File: config.mk
export PLATFORM = sky130hd
export DESIGN_NAME = timer_tick_sched
export DESIGN_NICKNAME = d
export VERILOG_FILES = /design/src/rtl/timer_tick_pkg.sv /design/src/rtl/timer_tick_sched_rr_arbiter.sv /design/src/rtl/timer_tick_sched.sv
export SDC_FILE = /design/constraint.sdc
export NUM_CORES = 1
export LEC_CHECK = 0
export CORE_MARGIN = 2
export CORE_UTILIZATION = 42
export DETAILED_ROUTE_END_ITERATION = 8
export GPL_TIMING_DRIVEN = 0
export PLACE_DENSITY_LB_ADDON = 0.08
export SLEW_MARGIN = 10
export SYNTH_ARGS = -nofsm -noshare
export SYNTH_HDL_FRONTEND = slang
export SYNTH_SLANG_ARGS = --single-unit
File: constraint.sdc
create_clock -name clk_i -period 3.27 [get_ports clk_i]
set_input_delay 0.654 -clock clk_i [delete_from_list [all_inputs] [get_ports clk_i]]
set_output_delay 0.654 -clock clk_i [all_outputs]
set_load 0.02 [all_outputs]
File: src/rtl/timer_tick_pkg.sv
// Shared definitions for the timer_tick CSR map and the tick scheduler FSM.
package timer_tick_pkg;

  // CSR addresses of the timer_tick register file
  localparam logic [1:0] ADDR_CONTROL = 2'd0;
  localparam logic [1:0] ADDR_PERIOD  = 2'd1;
  localparam logic [1:0] ADDR_COUNTER = 2'd2;

  // CONTROL register bit positions
  localparam int CTRL_MODE_LSB = 0;
  localparam int CTRL_MODE_MSB = 1;
  localparam int CTRL_IE_BIT   = 2;
  localparam int CTRL_IP_BIT   = 3;

  // CONTROL mode field encodings
  localparam logic [1:0] MODE_OFF     = 2'b00;
  localparam logic [1:0] MODE_ONESHOT = 2'b10;

  // CONTROL values written by the scheduler
  localparam logic [31:0] CTRL_DIS = 32'h0000_0000;  // disabled, IP cleared
  localparam logic [31:0] CTRL_ARM = 32'h0000_0006;  // ie=1, one-shot

  // Scheduler FSM states
  typedef logic [3:0] state_t;
  localparam state_t ST_IDLE   = 4'd0;
  localparam state_t ST_W_DIS  = 4'd1;
  localparam state_t ST_W_PER  = 4'd2;
  localparam state_t ST_W_CNT  = 4'd3;
  localparam state_t ST_W_ARM  = 4'd4;
  localparam state_t ST_SETTLE = 4'd5;
  localparam state_t ST_WAIT   = 4'd6;
  localparam state_t ST_RD     = 4'd7;
  localparam state_t ST_CLR    = 4'd8;
  localparam state_t ST_FIN    = 4'd9;

endpackage

File: src/rtl/timer_tick_sched_rr_arbiter.sv
// Round-robin arbiter: searches upward from (last winner + 1), one-hot grant.
module rr_arbiter #(
  parameter int N_REQ = 4
) (
  input  logic             clk_i,
  input  logic             rstb_i,
  input  logic             en_i,
  input  logic             accept_i,
  input  logic [N_REQ-1:0] req_i,
  output logic [N_REQ-1:0] gnt_o
);

  localparam int PW = (N_REQ > 1) ? $clog2(N_REQ) : 1;

  logic [PW-1:0] ptr_r;
  logic [PW-1:0] win;
  logic [PW-1:0] cand;
  logic          found;

  function automatic logic [PW-1:0] wrap_idx(input logic [PW-1:0] base,
                                             input logic [PW:0]   off);
    logic [PW:0] s;
    s = {1'b0, base} + off;
    if (s >= (PW+1)'(N_REQ)) s = s - (PW+1)'(N_REQ);
    return s[PW-1:0];
  endfunction

  // Pick the first active request after the last winner, wrapping around
  always_comb begin
    gnt_o = '0;
    win   = ptr_r;
    cand  = '0;
    found = 1'b0;
    for (int i = 1; i <= N_REQ; i++) begin
      cand = wrap_idx(ptr_r, (PW+1)'(i));
      if (!found && req_i[cand]) begin
        found = 1'b1;
        win   = cand;
      end
    end
    if (en_i && found) gnt_o[win] = 1'b1;
  end

  // Remember the winner once the grant is taken
  always_ff @(posedge clk_i or negedge rstb_i) begin
    if (!rstb_i) ptr_r <= '0;
    else if (accept_i && found) ptr_r <= win;
  end

endmodule

File: src/rtl/timer_tick_sched.sv
// Shares one timer_tick among N_REQ one-shot timeout requesters.
module timer_tick_sched
  import timer_tick_pkg::*;
#(
  parameter int N_REQ      = 4,
  parameter int SETTLE_CYC = 16
) (
  input  logic                clk_i,
  input  logic                rstb_i,
  input  logic [N_REQ-1:0]    req_i,
  input  logic [32*N_REQ-1:0] period_i,
  output logic [N_REQ-1:0]    gnt_o,
  output logic [N_REQ-1:0]    done_o,
  output logic [N_REQ-1:0]    abort_o,
  output logic [31:0]         elapsed_o,
  output logic                busy_o,
  output logic                tmr_re_o,
  output logic                tmr_we_o,
  output logic [1:0]          tmr_addr_o,
  output logic [31:0]         tmr_data_o,
  input  logic [31:0]         tmr_data_i,
  input  logic                tmr_intr_i
);

  localparam int CW = $clog2(SETTLE_CYC + 1);

  state_t             state_r;
  state_t             ret_r;
  logic [CW-1:0]      settle_cnt_r;
  logic [N_REQ-1:0]   gnt_r;
  logic [N_REQ-1:0]   arb_gnt;
  logic [31:0]        period_sel;
  logic [31:0]        period_r;
  logic [31:0]        elapsed_r;
  logic               cancel_r;
  logic               abort_r;
  logic               arb_en;
  logic               arb_accept;
  logic               req_granted;

  // The timer cannot express a one-shot shorter than 2 ticks
  function automatic logic [31:0] clamp_period(input logic [31:0] p);
    return (p < 32'd2) ? 32'd2 : p;
  endfunction

  assign arb_en      = (state_r == ST_IDLE);
  assign arb_accept  = arb_en && (|req_i);
  assign req_granted = |(req_i & gnt_r);

  rr_arbiter #(.N_REQ(N_REQ)) u_arb (
    .clk_i    (clk_i),
    .rstb_i   (rstb_i),
    .en_i     (arb_en),
    .accept_i (arb_accept),
    .req_i    (req_i),
    .gnt_o    (arb_gnt)
  );

  // Select the period of the requester the arbiter is about to grant
  always_comb begin
    period_sel = '0;
    for (int k = 0; k < N_REQ; k++)
      if (arb_gnt[k]) period_sel = period_i[32*k +: 32];
  end

  // Main sequencer: grant, program, wait, read/clear, report
  always_ff @(posedge clk_i or negedge rstb_i) begin
    if (!rstb_i) begin
      state_r      <= ST_IDLE;
      ret_r        <= ST_IDLE;
      settle_cnt_r <= '0;
      gnt_r        <= '0;
      abort_r      <= 1'b0;
    end else begin
      case (state_r)
        ST_IDLE: if (arb_accept) begin
          gnt_r   <= arb_gnt;
          abort_r <= 1'b0;
          state_r <= ST_W_DIS;
        end
        ST_W_DIS: begin state_r <= ST_SETTLE; ret_r <= ST_W_PER; settle_cnt_r <= '0; end
        ST_W_PER: begin state_r <= ST_SETTLE; ret_r <= ST_W_CNT; settle_cnt_r <= '0; end
        ST_W_CNT: begin state_r <= ST_SETTLE; ret_r <= ST_W_ARM; settle_cnt_r <= '0; end
        ST_W_ARM: begin state_r <= ST_SETTLE; ret_r <= ST_WAIT;  settle_cnt_r <= '0; end
        ST_CLR:   begin state_r <= ST_SETTLE; ret_r <= ST_FIN;   settle_cnt_r <= '0; end
        ST_SETTLE: begin
          if (settle_cnt_r == CW'(SETTLE_CYC - 1)) state_r <= ret_r;
          else settle_cnt_r <= settle_cnt_r + 1'b1;
        end
        ST_WAIT: begin
          // Interrupt takes priority over a pending cancel
          if (tmr_intr_i) state_r <= ST_CLR;
          else if (cancel_r) begin
            state_r <= ST_RD;
            abort_r <= 1'b1;
          end
        end
        ST_RD:   state_r <= ST_CLR;
        ST_FIN: begin
          state_r <= ST_IDLE;
          gnt_r   <= '0;
        end
        default: state_r <= ST_IDLE;
      endcase
    end
  end

  // Cancel is sticky for the whole service and only acted upon in WAIT
  always_ff @(posedge clk_i or negedge rstb_i) begin
    if (!rstb_i) cancel_r <= 1'b0;
    else if (state_r == ST_IDLE) cancel_r <= 1'b0;
    else if (!req_granted) cancel_r <= 1'b1;
  end

  // Period latch at grant and elapsed capture on interrupt or counter read
  always_ff @(posedge clk_i) begin
    if (arb_accept) period_r <= clamp_period(period_sel);
    if (state_r == ST_WAIT && tmr_intr_i) elapsed_r <= period_r;
    else if (state_r == ST_RD) elapsed_r <= tmr_data_i;
  end

  // Requester-side outputs decoded from state, zero outside their window
  always_comb begin
    busy_o    = (state_r != ST_IDLE);
    gnt_o     = (busy_o && state_r != ST_FIN) ? gnt_r : '0;
    done_o    = (state_r == ST_FIN && !abort_r) ? gnt_r : '0;
    abort_o   = (state_r == ST_FIN &&  abort_r) ? gnt_r : '0;
    elapsed_o = (state_r == ST_FIN) ? elapsed_r : '0;
  end

  // Timer CSR strobes; address and data are zero when no strobe is active
  always_comb begin
    tmr_re_o   = 1'b0;
    tmr_we_o   = 1'b0;
    tmr_addr_o = '0;
    tmr_data_o = '0;
    case (state_r)
      ST_W_DIS: begin tmr_we_o = 1'b1; tmr_addr_o = ADDR_CONTROL; tmr_data_o = CTRL_DIS; end
      ST_W_PER: begin tmr_we_o = 1'b1; tmr_addr_o = ADDR_PERIOD;  tmr_data_o = period_r; end
      ST_W_CNT: begin tmr_we_o = 1'b1; tmr_addr_o = ADDR_COUNTER; tmr_data_o = 32'd1;    end
      ST_W_ARM: begin tmr_we_o = 1'b1; tmr_addr_o = ADDR_CONTROL; tmr_data_o = CTRL_ARM; end
      ST_CLR:   begin tmr_we_o = 1'b1; tmr_addr_o = ADDR_CONTROL; tmr_data_o = CTRL_DIS; end
      ST_RD:    begin tmr_re_o = 1'b1; tmr_addr_o = ADDR_COUNTER; end
      default: ;
    endcase
  end

endmodule

# ---- Yosys cells after proc, flatten, opt, wreduce, memory -nomap -nowiden
# Index checks and enable logic that the tools add are counted.
dict set report op_classes {
  div_mod_pow 0
  order_cmp 11
  mul 0
  eq_ne 18
  n_bitwise 1
  shifts 0
  muxes 53
  add_sub_neg 9
  n_reduce_logical 30
}
# cell count
set ops {}
lappend ops {{$mux 32} 7}
lappend ops {{$pmux 32 s3} 1}
lappend ops {{$pmux 4 s5} 2}
lappend ops {{$mux 4} 9}
lappend ops {{$lt 32x2->1 const B} 1}
lappend ops {{$eq 4x3->1 const B} 4}
lappend ops {{$mux 1} 16}
lappend ops {{$mux 2} 8}
lappend ops {{$lt 2x3->1 const B} 5}
lappend ops {{$ge 3x3->1 const B} 4}
lappend ops {{$logic_and 1x1->1} 11}
lappend ops {{$ne 2x2->1 const B} 5}
lappend ops {{$pmux 5 s2} 1}
lappend ops {{$bmux 1 s2} 4}
lappend ops {{$eq 4x2->1 const B} 2}
lappend ops {{$eq 4x4->1 const B} 2}
lappend ops {{$pmux 4 s2} 1}
lappend ops {{$reduce_bool 2->1} 4}
lappend ops {{$reduce_or 4->1} 2}
lappend ops {{$sub 2x1->2 const B} 4}
lappend ops {{$add 2x2->3 const B} 2}
lappend ops {{$add 5x1->5 const B} 1}
lappend ops {{$eq 5x4->1 const B} 1}
lappend ops {{$mux 5} 1}
lappend ops {{other kinds (20)} 24}
dict set report word_totals {
  rom_bits 0
  elab_cells 131
  n_memories 0
  latch_bits 0
  output_inout_bits 81
  ram_bits 0
  inputBits 167
  reg_bits 85
}

# ---- Longest topological paths before layout
dict set report logic_depth {
  ltp_word 25
  mapped_depth 11
  mapped_depth_nobuf 8
}

# ---- Hierarchy
# A second synthesis with hierarchy kept.
dict set report unflattened {
  hier_cells 487
  area_unflattened_um2 5129.9
}
# module area_per_inst_um2 n_inst cells_per_inst
set modules_own_cells {}
lappend modules_own_cells {timer_tick_sched 4917.2 1 463}
lappend modules_own_cells {rr_arbiter 212.7 1 24}

# ---- Worst setup path after synthesis
# No wires, ideal clock.
dict set report synth_path {
  kind {reg2reg}
  startpoint {register state_r[2]}
  endpoint {register period_r[0] (data pin)}
  slack_ns 0.495
  period_less_slack_ns 2.775
  setup_time_ns 0.146
  t_arrival_ns 2.629
  path_stages_with_launch 7
  cell_sequence {dfrtp_1 nor4_2 nand2_1 inv_1 clkbuf_1 nand3_1 nor2_1}
}
dict set report synth_via {
  elab_chain_len 8
}
# item line_no
set synth_lines {}
lappend synth_lines {{start, declared} timer_tick_sched.sv:27} ;# state_t state_r;
lappend synth_lines {{start signal, assigned} timer_tick_sched.sv:87} ;# if (settle_cnt_r == CW'(SETTLE_CYC - 1)) state_r <= ret_r;
lappend synth_lines {{$logic_not 4->1 (*)} timer_tick_sched.sv:46} ;# assign arb_en = (state_r == ST_IDLE);
lappend synth_lines {{$logic_and 1x1->1 (*)} timer_tick_sched_rr_arbiter.sv:41} ;# if (en_i && found) gnt_o[win] = 1'b1;
lappend synth_lines {{$mux 4 (*)} timer_tick_sched_rr_arbiter.sv:41}
lappend synth_lines {{$mux 32 (3 in a row)} timer_tick_sched.sv:63} ;# if (arb_gnt[k]) period_sel = period_i[32*k +: 32];
lappend synth_lines {{$mux 32 (*)} timer_tick_sched.sv:63}
lappend synth_lines {{$lt 32x2->1} timer_tick_sched.sv:43} ;# return (p < 32'd2) ? 32'd2 : p;
lappend synth_lines {{end signal, assigned} timer_tick_sched.sv:117} ;# if (arb_accept) period_r <= clamp_period(period_sel);
lappend synth_lines {{end, declared} timer_tick_sched.sv:33} ;# logic [31:0] period_r;
# Every way passes the cells marked *; elsewhere a longest branch is shown, timed or not.
# A chain may end at the register's enable or synchronous reset.

# ---- Worst setup path in the final report
dict set report layout_path {
  startpoint {input port req_i[3]}
  endpoint {register period_r[0] (data pin)}
}
dict set report layout_via {
  elab_chain_len 22
  word_cells_on_any_way 34
  classes_between {3 x order compare; 23 x mux; 8 x reduce/logical}
}
# item line_no
set layout_lines {}
lappend layout_lines {{start, declared} timer_tick_sched.sv:10} ;# input logic [N_REQ-1:0] req_i,
lappend layout_lines {{$bmux 1 s2} timer_tick_sched_rr_arbiter.sv:36} ;# if (!found && req_i[cand]) begin
lappend layout_lines {{$mux 1 (implied by the code)} timer_tick_sched_rr_arbiter.sv:36}
lappend layout_lines {{$mux 1} timer_tick_sched_rr_arbiter.sv:36}
lappend layout_lines {{$logic_not 1->1} timer_tick_sched_rr_arbiter.sv:36}
lappend layout_lines {{$logic_and 1x1->1} timer_tick_sched_rr_arbiter.sv:36}
lappend layout_lines {{$mux 1} timer_tick_sched_rr_arbiter.sv:36}
lappend layout_lines {{$logic_not 1->1} timer_tick_sched_rr_arbiter.sv:36}
lappend layout_lines {{$logic_and 1x1->1} timer_tick_sched_rr_arbiter.sv:36}
lappend layout_lines {{[... 4 more ...]} -}
lappend layout_lines {{$lt 2x3->1 (implied by the code) or $ge 2x1->1 (tied branches)} timer_tick_sched_rr_arbiter.sv:41}
lappend layout_lines {{$logic_and 1x1->1 (implied by the code)} timer_tick_sched_rr_arbiter.sv:41}
lappend layout_lines {{$mux 1 (implied by the code)} timer_tick_sched_rr_arbiter.sv:41}
lappend layout_lines {{$demux 1 s2} -}
lappend layout_lines {{$mux 4 (*)} timer_tick_sched_rr_arbiter.sv:41}
lappend layout_lines {{$mux 32 (3 in a row)} timer_tick_sched.sv:63}
lappend layout_lines {{$mux 32 (*)} timer_tick_sched.sv:63}
lappend layout_lines {{$lt 32x2->1} timer_tick_sched.sv:43}
# Every way passes the cells marked *; elsewhere a longest branch is shown, timed or not. The select of a mux whose other input is x is not followed.

==> results.yml <==
logic_synthesis:
  synth-edff-count: 64
  synth_fa_ha_area_share_pct: 0.461
  synth_seq_cells: 85
  syn-num-nets: 706
  synth-xor-area-share_pct: 0.323
  synthMuxAreaShare_pct: 17.0
  synth_area_leaders: "edfxtp_1, mux2i_1, dfrtp_1, mux2_2, and2_1"
  synth_seq_area_share_pct: 45.1
  synthArstFlopShare_pct: 24.7
  netlist_instances: 537
  synth_compound_area_share_pct: 8.36
  ys_warn_count: 0
  synth-main-ff-cell: "edfxtp_1"
  syn_area_um2: 5430
  synth.distinct_cells: 53
  synth_area_leader_cell: "edfxtp_1"
  synth_top_area_share_pct: 35.4
  yosys.area_share.simple_pct: 25.3
  synth.avg_cell_area_um2: 10.1
  synth_top_family_by_area: "simple AND/OR/NAND/NOR gates"
power_and_ir_drop:
  power_density_nw_per_um2: 670
  power.total_mw: 5.79
  cellLeakagePower_nw: 3.51
  ir_drop_uv: 363
die:
  die-height_um: 118
  row_count: 41
  initial_core_util_pct: 43.0
  ioPinCount: 248
  coreArea_um2: 12600
  die_w_um: 118
  die-area_um2: 13900
clock_network:
  cts.reportedPaths.clkPinSlew_ps: 60
  clockBufferDepth: 2
  htree_levels: 3
  cts_sinks: 85
  insertion_delay_ps: 340
  cts_tree: "yes"
  cts_buffers: 9
  clock_tree.root_cell: "clkbuf_16"
timing:
  period_needed_ps: 3170
  holdWs_ps: 545
  slew_violations: 0
  hold_viol: 0
  slew_headroom_pct: 33.7
  fin_skew_ps: 6.73
  timing.final.crit_share_pct: 96.9
  fmax_mhz: 316
  worst_pin_slew_ps: 991
  tns_ps: 0
  finalSetupViolCount: 0
finish:
  area_growth_pct: 59.1
  postLayoutCellArea_um2: 8640
  nFillCells: 998
  antenna_cells: 0
  utilization_pct: 68.5
  drive_gt1_share_pct: 12.5
  nets: 969
worst_setup_path:
  criticalPathCategory: "input port to flip-flop"
  cp_max_fo: 10
  cp.required_ps: 3360
  arrival_ps: 3260
  endpoint_kind: "flip-flop"
  worstSetupStartpointType: "input port"
grt:
  grt_overflow: 0
  grt_pass1_vias: 5335
  grt_first_pass_wirelength_mm: 28.8
  grt_max_degree: 42
  grt_usage_pct: 26.4
  antenna_found_initial: 0
detailed_routing:
  drc_errors: 0
  highest_layer: "met4"
  met1_length_mm: 7.75
  vias: 5238
  firstDrtPassIters: 6
  drt_iter0_markers: 371
  wl_met3_mm: 1.19
  avgViaCountPerCell: 5.36
  wirelength_mm: 18.5
  postRouteAntennaNets: 0
  route.detailed.wl_per_inst_um: 18.9
  dr_wl_met2_mm: 9.36
placement:
  io_buffers: 247
  dp_hpwl_mm: 15.2
  place_area_um2: 8120
  place_congestion: 0.938
worst_hold_path:
  hold_class: "flip-flop to flip-flop"
outcome:
  status: "finished clean"
run:
  maxCapViolations: 0
==> stage by stage <==
stage	worst slack, ps	cells
after global routing	-11.2	977
after CTS	13.5	975
after global placement	-618	956
after detailed placement	-497	956
final	101	977
after floorplan	495	537
==> power breakdown <==
| part | switching, mW | internal (mW) | total [mW] |
|---|---|---|---|
| sequential | 0.239 | 1.56 | 1.80 |
| combinational | 1.66 | 1.27 | 2.93 |
| clock | 0.391 | 0.677 | 1.07 |
| total | 2.29 | 3.50 | 5.79 |
==> final timing paths <==
check	start	to	depth (start not counted)	slack, ps
setup / recovery	req_i[3]	period_r[0]	9	100
hold / removal	ret_r[2]	ret_r[2]	2	540
setup reg to reg	state_r[2]	period_r[0]	6	400
hold reg to reg	ret_r[2]	ret_r[2]	2	540
max in group asynchronous	rstb_i	state_r[0]	1	1730
min in group asynchronous	rstb_i	ret_r[1]	1	860
==> timing repair <==
item,4_1_cts,5_1_grt
pin swaps,1,1
setup endpoints to repair,61,51
hold buffers,0,0
resized for setup,15,36
buffers inserted,4,2
==> flip-flops by register name, summed over array words and instances (netlist names) <==
register      cells
ret_r             4
state_r           4
settle_cnt_r      5
period_r         32
abort_r           1
elapsed_r        32
cancel_r          1
gnt_r             4
u_arb.ptr_r       2
==> cell type report <==
cell class                 count  area, um^2  share of cell area, %
sequential                    85        2450                   28.3
inverter                       8        30.0                  0.347
multi-input combinational    407        2900                   33.6
clock buffer                  13         282                   3.26
timing repair buffer         253        2530                   29.3
clock inverter                 3        40.0                  0.463
buffer                        36         190                   2.20
tap                          172         215                   2.49
==> cells in the mapped netlist, types with 5 or more instances <==
library cell and instances:
inv_1 8, and2_1 58, clkbuf_1 27, nor4_1 10
nand3_1 8, a21oi_1 12, nor2_1 18, nand2_1 65
and3_1 52, dfrtp_1 21, a211oi_1 10, buf_2 6
o21ai_0 13, or4_1 5, edfxtp_1 64, mux2_2 33
mux2i_1 55
==> routing by layer <==
metal | vias to the layer above | global-route usage (%)
li1 | 2495 | -
met1 | 2509 | 33.7
met2 | 223 | 46.1
met3 | 11 | 5.14
met4 | 0 | 6.55
met5 | - | 0
==> cells by family after synthesis <==
kind of cell | after synthesis
muxes | 88
AOI/OAI and AO/OA | 67
and+or+nand+nor | 248
adders and majority gates | 2
buffers and inverters | 45
xor gates and xnor gates | 2
DFF | 85
==> worst max-delay path: stages <==
cell	delay, ps
clkdlybuf4s50_1	570
or3b_1	420
nand3_1	160
buf_2	270
mux2i_1	280
mux2i_1	170
a2111oi_1	360
and4b_1	300
nor2_1	60
==> layout by cell type, fill, tap and decap left out, drive strengths merged, types with 3 or more instances in the layout <==
cell type,synthesis,final
a31oi,4,4
or2,3,3
mux2i,55,55
and2,58,58
nor3,4,4
nand2,65,65
nor2b,4,4
a21o,3,3
nor2,18,18
o211ai,3,3
nand4,4,4
a211oi,10,10
buf,10,15
edfxtp,64,64
a21oi,12,12
and3,52,52
a2111oi,3,3
nand3,8,8
clkbuf,27,40
clkdlybuf4s50,0,246
nand2b,4,4
o21ai,16,16
dfrtp,21,21
nor4,11,11
a21boi,4,4
mux2,33,33
or4,5,5
inv,8,8
Power figures use the tool's default switching activity.
